<file path="src/rtl/alu_sequencer.sv">
// Operator sequencer for the 8-bit ALU: debounces the GO button into press events
// and steps LOAD_A -> LOAD_B -> EXEC -> SHOW, latching operands and the result.
module alu_sequencer #(
    parameter int DB_COUNT    = 500000,
    parameter int ALU_TIMEOUT = 15
) (
    input  logic       clock,
    input  logic       reset,
    input  logic       btn_go,
    input  logic [7:0] data_in,
    input  logic [3:0] op_sel,
    output logic       alu_start,
    input  logic       alu_done,
    input  logic [7:0] alu_result,
    output logic [7:0] a_out,
    output logic [7:0] b_out,
    output logic [3:0] op_out,
    output logic [7:0] y_out,
    output logic [1:0] state_out,
    output logic       err
);

    localparam int DBW = $clog2(DB_COUNT + 1);
    localparam int TOW = $clog2(ALU_TIMEOUT + 1);

    typedef enum logic [1:0] {
        LOAD_A = 2'd0,
        LOAD_B = 2'd1,
        EXEC   = 2'd2,
        SHOW   = 2'd3
    } state_t;

    logic           sync1_q, sync2_q;
    logic [DBW-1:0] db_cnt_q, db_cnt_d;
    logic           db_lvl_q, db_lvl_d;
    logic           press_q, press_d;

    state_t         state_q, state_d;
    logic [7:0]     a_q, a_d, b_q, b_d, y_q, y_d;
    logic [3:0]     op_q, op_d;
    logic           err_q, err_d;
    logic           start_q, start_d;
    logic [TOW-1:0] wait_q, wait_d;

    // Level change accepted only after the synced input disagrees for DB_COUNT+1 cycles.
    always_comb begin
        db_cnt_d = db_cnt_q;
        db_lvl_d = db_lvl_q;
        press_d  = 1'b0;
        if (sync2_q == db_lvl_q) begin
            db_cnt_d = '0;
        end else if (db_cnt_q >= DBW'(DB_COUNT)) begin
            db_cnt_d = '0;
            db_lvl_d = sync2_q;
            press_d  = sync2_q;
        end else begin
            db_cnt_d = db_cnt_q + 1'b1;
        end
    end

    always_comb begin
        state_d = state_q;
        a_d     = a_q;
        b_d     = b_q;
        op_d    = op_q;
        y_d     = y_q;
        err_d   = err_q;
        start_d = 1'b0;
        wait_d  = wait_q;
        case (state_q)
            LOAD_A: if (press_q) begin
                a_d     = data_in;
                err_d   = 1'b0;
                state_d = LOAD_B;
            end
            LOAD_B: if (press_q) begin
                b_d     = data_in;
                op_d    = op_sel;
                start_d = 1'b1;
                wait_d  = '0;
                state_d = EXEC;
            end
            EXEC: begin
                // done coincident with the launch strobe belongs to no operation
                if (alu_done && !start_q) begin
                    y_d     = alu_result;
                    state_d = SHOW;
                end else if (wait_q >= TOW'(ALU_TIMEOUT - 1)) begin
                    y_d     = 8'hFF;
                    err_d   = 1'b1;
                    state_d = SHOW;
                end else begin
                    wait_d = wait_q + 1'b1;
                end
            end
            SHOW: if (press_q) state_d = LOAD_A;
            default: state_d = LOAD_A;
        endcase
    end

    always_ff @(posedge clock or posedge reset) begin
        if (reset) begin
            sync1_q  <= 1'b0;
            sync2_q  <= 1'b0;
            db_cnt_q <= '0;
            db_lvl_q <= 1'b0;
            press_q  <= 1'b0;
            state_q  <= LOAD_A;
            a_q      <= '0;
            b_q      <= '0;
            op_q     <= '0;
            y_q      <= '0;
            err_q    <= 1'b0;
            start_q  <= 1'b0;
            wait_q   <= '0;
        end else begin
            sync1_q  <= btn_go;
            sync2_q  <= sync1_q;
            db_cnt_q <= db_cnt_d;
            db_lvl_q <= db_lvl_d;
            press_q  <= press_d;
            state_q  <= state_d;
            a_q      <= a_d;
            b_q      <= b_d;
            op_q     <= op_d;
            y_q      <= y_d;
            err_q    <= err_d;
            start_q  <= start_d;
            wait_q   <= wait_d;
        end
    end

    assign alu_start = start_q;
    assign a_out     = a_q;
    assign b_out     = b_q;
    assign op_out    = op_q;
    assign y_out     = y_q;
    assign state_out = state_q;
    assign err       = err_q;

endmodule

</file>
<file path="config.mk">
export PLATFORM = sky130hd
export DESIGN_NAME = alu_sequencer
export DESIGN_NICKNAME = d
export VERILOG_FILES = /design/src/rtl/alu_sequencer.sv
export SDC_FILE = /design/constraint.sdc
export NUM_CORES = 1
export LEC_CHECK = 0
export ABC_AREA = 1
export CORE_MARGIN = 2
export CORE_UTILIZATION = 51
export CTS_CLUSTER_DIAMETER = 200
export CTS_CLUSTER_SIZE = 12
export DETAILED_ROUTE_END_ITERATION = 16
export PLACE_DENSITY = 0.8
export SKIP_LAST_GASP = 1
export SYNTH_ARGS = -nofsm -noshare
export SYNTH_HDL_FRONTEND = slang
export SYNTH_SLANG_ARGS = --single-unit
</file>
<file path="constraint.sdc">
create_clock -name clock -period 2.43 [get_ports clock]
set_input_delay 0.486 -clock clock [delete_from_list [all_inputs] [get_ports clock]]
set_output_delay 0.486 -clock clock [all_outputs]
set_load 0.03 [all_outputs]
</file>
==> reports/results.tsv <==
metric	value	unit
sequential fraction of design power	0.491	
Die ar.	0.00588	mm^2
synth warn	0	
Buffers on Ports	55	
Int Power	1.60	mW
hold slack	360	ps
top-count cell post-synth	nand2_1	
Yosys top cell by area	dfrtp_1	
crit-path cells	clkdlybuf4s50_1	
Crit path largest cell delay	710	ps
# diodes	0	
Slew @ Worst Pin	508	ps
CTS Hold Bufs	0	
Yosys reg bits	59	
critical path's slowest cell	clkdlybuf4s50_1	
Clock Skews	8.71	ps
vias in the first global route	2190	
Final #Nets	397	
synthesized cell area	0.00269	mm^2
HPWL Detailed	4.00	mm
crit path capture	state_out[0]	
Setup-failing EPs final	0	
WL/cell	12.7	um
syn_nets	334	
Critical Path AT	1480	ps
Pins Over Slew Limit	0	
status	finished clean	
Reg clk slew, reported paths	60	ps
Setup crit start	state_out[0]	
antenna violations before repair	0	
worst vdd ir	0.389	mV
Slew headroom	0.661	
top cell type's share of synthesized area	0.548	
share of layout cells above drive strength 1	0.0649	
All-Layer GR Usage	0.206	
category of the worst setup path launch point	flop	
# Post-CTS Setup Buffers	0	
CTS root buffer	clkbuf_8	
Pre-antenna DRT Iters	4	
GPL Wtd Cong	0.890	
register-to-register setup slack	760	ps
total CTS buffers	9	
Top delay family on crit path	buffers and inverters	
Reg-to-Reg End	wait_q[2]	
Final ANT Viol Nets	0	
Max-Cap Viols	0	
synth top area cells	dfrtp_1, nand2_1, nor2_1, inv_1, o21ai_0	
min Tclk post-route	1970	ps
number of gates resized after CTS	0	
Post-synth top cells	nand2_1, dfrtp_1, nor2_1	
sequential share of the synthesized area	0.548	
fmax	0.508	GHz
GR Overflow Total	0	
first-pass GRT wire length	9.58	mm
Critical R2R Launch	state_out[0]	
CP Depth	1	
sw frac	0.208	
Comb pwr share	0.040	
Worst Path Required	1940	ps
routed wire length	5.58	mm
final hold violations	0	
clock buffer depth	2	
Sw Pwr	0.421	mW
RSZ-0062 raised after global routing	no	
CTS H-tree lvls	3	
Cell Rows	26	
CTS tree	yes	
I/O Pins	56	
Lkg Pwr	1.60	nW
Power, Total	2.03	mW
Post-synth EDFFs	0	
core area	0.00511	mm^2
post-synthesis cell count	302	
kind of critical path	reg2out	
final worst slack	462	ps
Die H	76.7	um
Hold Crit Class	reg2reg	
DR iter-0 viols	107	
Tcrit/Tclk final	0.810	
CP max FO	5	
die width	76.7	um
clock share of power	0.469	
reg2reg path depth	8	
Post-Route Setup TNS	0	ps
Synth Area per Inst	8.92	um^2
pre-CTS WS	642	ps
routed vias	2176	
crit end category	output port	
Area Overhead vs Synth	31.5	%
Top FF cell, synth	dfrtp_1	
pin count of the biggest net entering global routing	37	
Remaining DRCs	0	
via/cell ratio	4.95	
clk_lat worst skew	340	ps
Crit path buffers/inverters	1	
post-synth cell types	23	
Starting Density	0.527	
clock sinks	59	
P per Cell Area	572	mW/mm^2
asr flop ratio synth	1.00	
state kept, by name (all words and copies together), names as in the netlist:
| signal | cells |
|---|---|
| a_out | 8 |
| err | 1 |
| b_out | 8 |
| op_out | 4 |
| sync2_q | 1 |
| press_q | 1 |
| y_out | 8 |
| db_lvl_q | 1 |
| alu_start | 1 |
| sync1_q | 1 |
| state_out | 2 |
| db_cnt_q | 19 |
| wait_q | 4 |
power by group through the flow:
stage	sequential [mW]	clock, mW	combinational (mW)
global placement	1.01	0	0.0809
CTS	0.994	0.966	0.0832
detailed placement	1.01	0	0.0825
global route	0.994	1.02	0.0915
finish	0.994	0.951	0.0809
floorplan	1.01	0	0.0336
stage by stage:
stage,area [um^2],utilization,instances
final,3540,0.693,440
after global routing,3540,0.693,440
after CTS,3540,0.693,440
after detailed placement,3330,0.652,424
after global placement,3330,0.652,424
after floorplan,2690,-,302
worst min-delay path by stage:
stage / from / end / slack (ps) / cells past startpoint
2_1_floorplan: sync1_q / sync2_q / 330 / 0
3_3_place_gp: sync1_q / sync2_q / 340 / 0
3_5_place_dp: sync1_q / sync2_q / 340 / 0
4_1_cts: sync1_q / sync2_q / 350 / 0
5_1_grt: sync1_q / sync2_q / 370 / 0
6_report: sync1_q / sync2_q / 360 / 0
cell usage in the layout, fill, tap and decap left out, types with 2 or more instances in the layout:
cell	n
inv_2	2
inv_1	32
xnor2_1	5
clkdlybuf4s50_1	55
nor2_4	2
nand3_1	15
a21oi_1	5
clkbuf_8	9
bufinv_16	2
clkbuf_1	2
o21ai_0	22
nor2_1	45
ha_1	8
xor2_1	12
clkinv_2	2
dfrtp_1	59
nand2_1	75
o22a_1	8
layout make-up:
| type | count | area (um^2) |
|---|---|---|
| fill | 432 | 1570 |
| tap | 70 | 87.6 |
| multi-input combinational | 204 | 1060 |
| clock buffer | 11 | 131 |
| sequential | 59 | 1480 |
| clock inverter | 5 | 77.6 |
| timing repair buffer | 57 | 578 |
| inverter | 34 | 128 |
cell families after synthesis:
group,synth area share
AO/OA/AOI/OAI,0.0785
adder cells (fa/ha/maj),0.0372
flip-flops,0.548
AND/OR/NAND/NOR,0.223
buffers and inverters,0.0576
XOR/XNOR,0.0553
routing by layer:
layer	track usage	vias up	wire [um]
met5	0	-	0
met4	0.0945	0	126
met2	0.351	47	2820
met1	0.254	1042	2440
li1	-	1075	-
met3	0.0388	12	194
(Power assumes the default switching activity.)
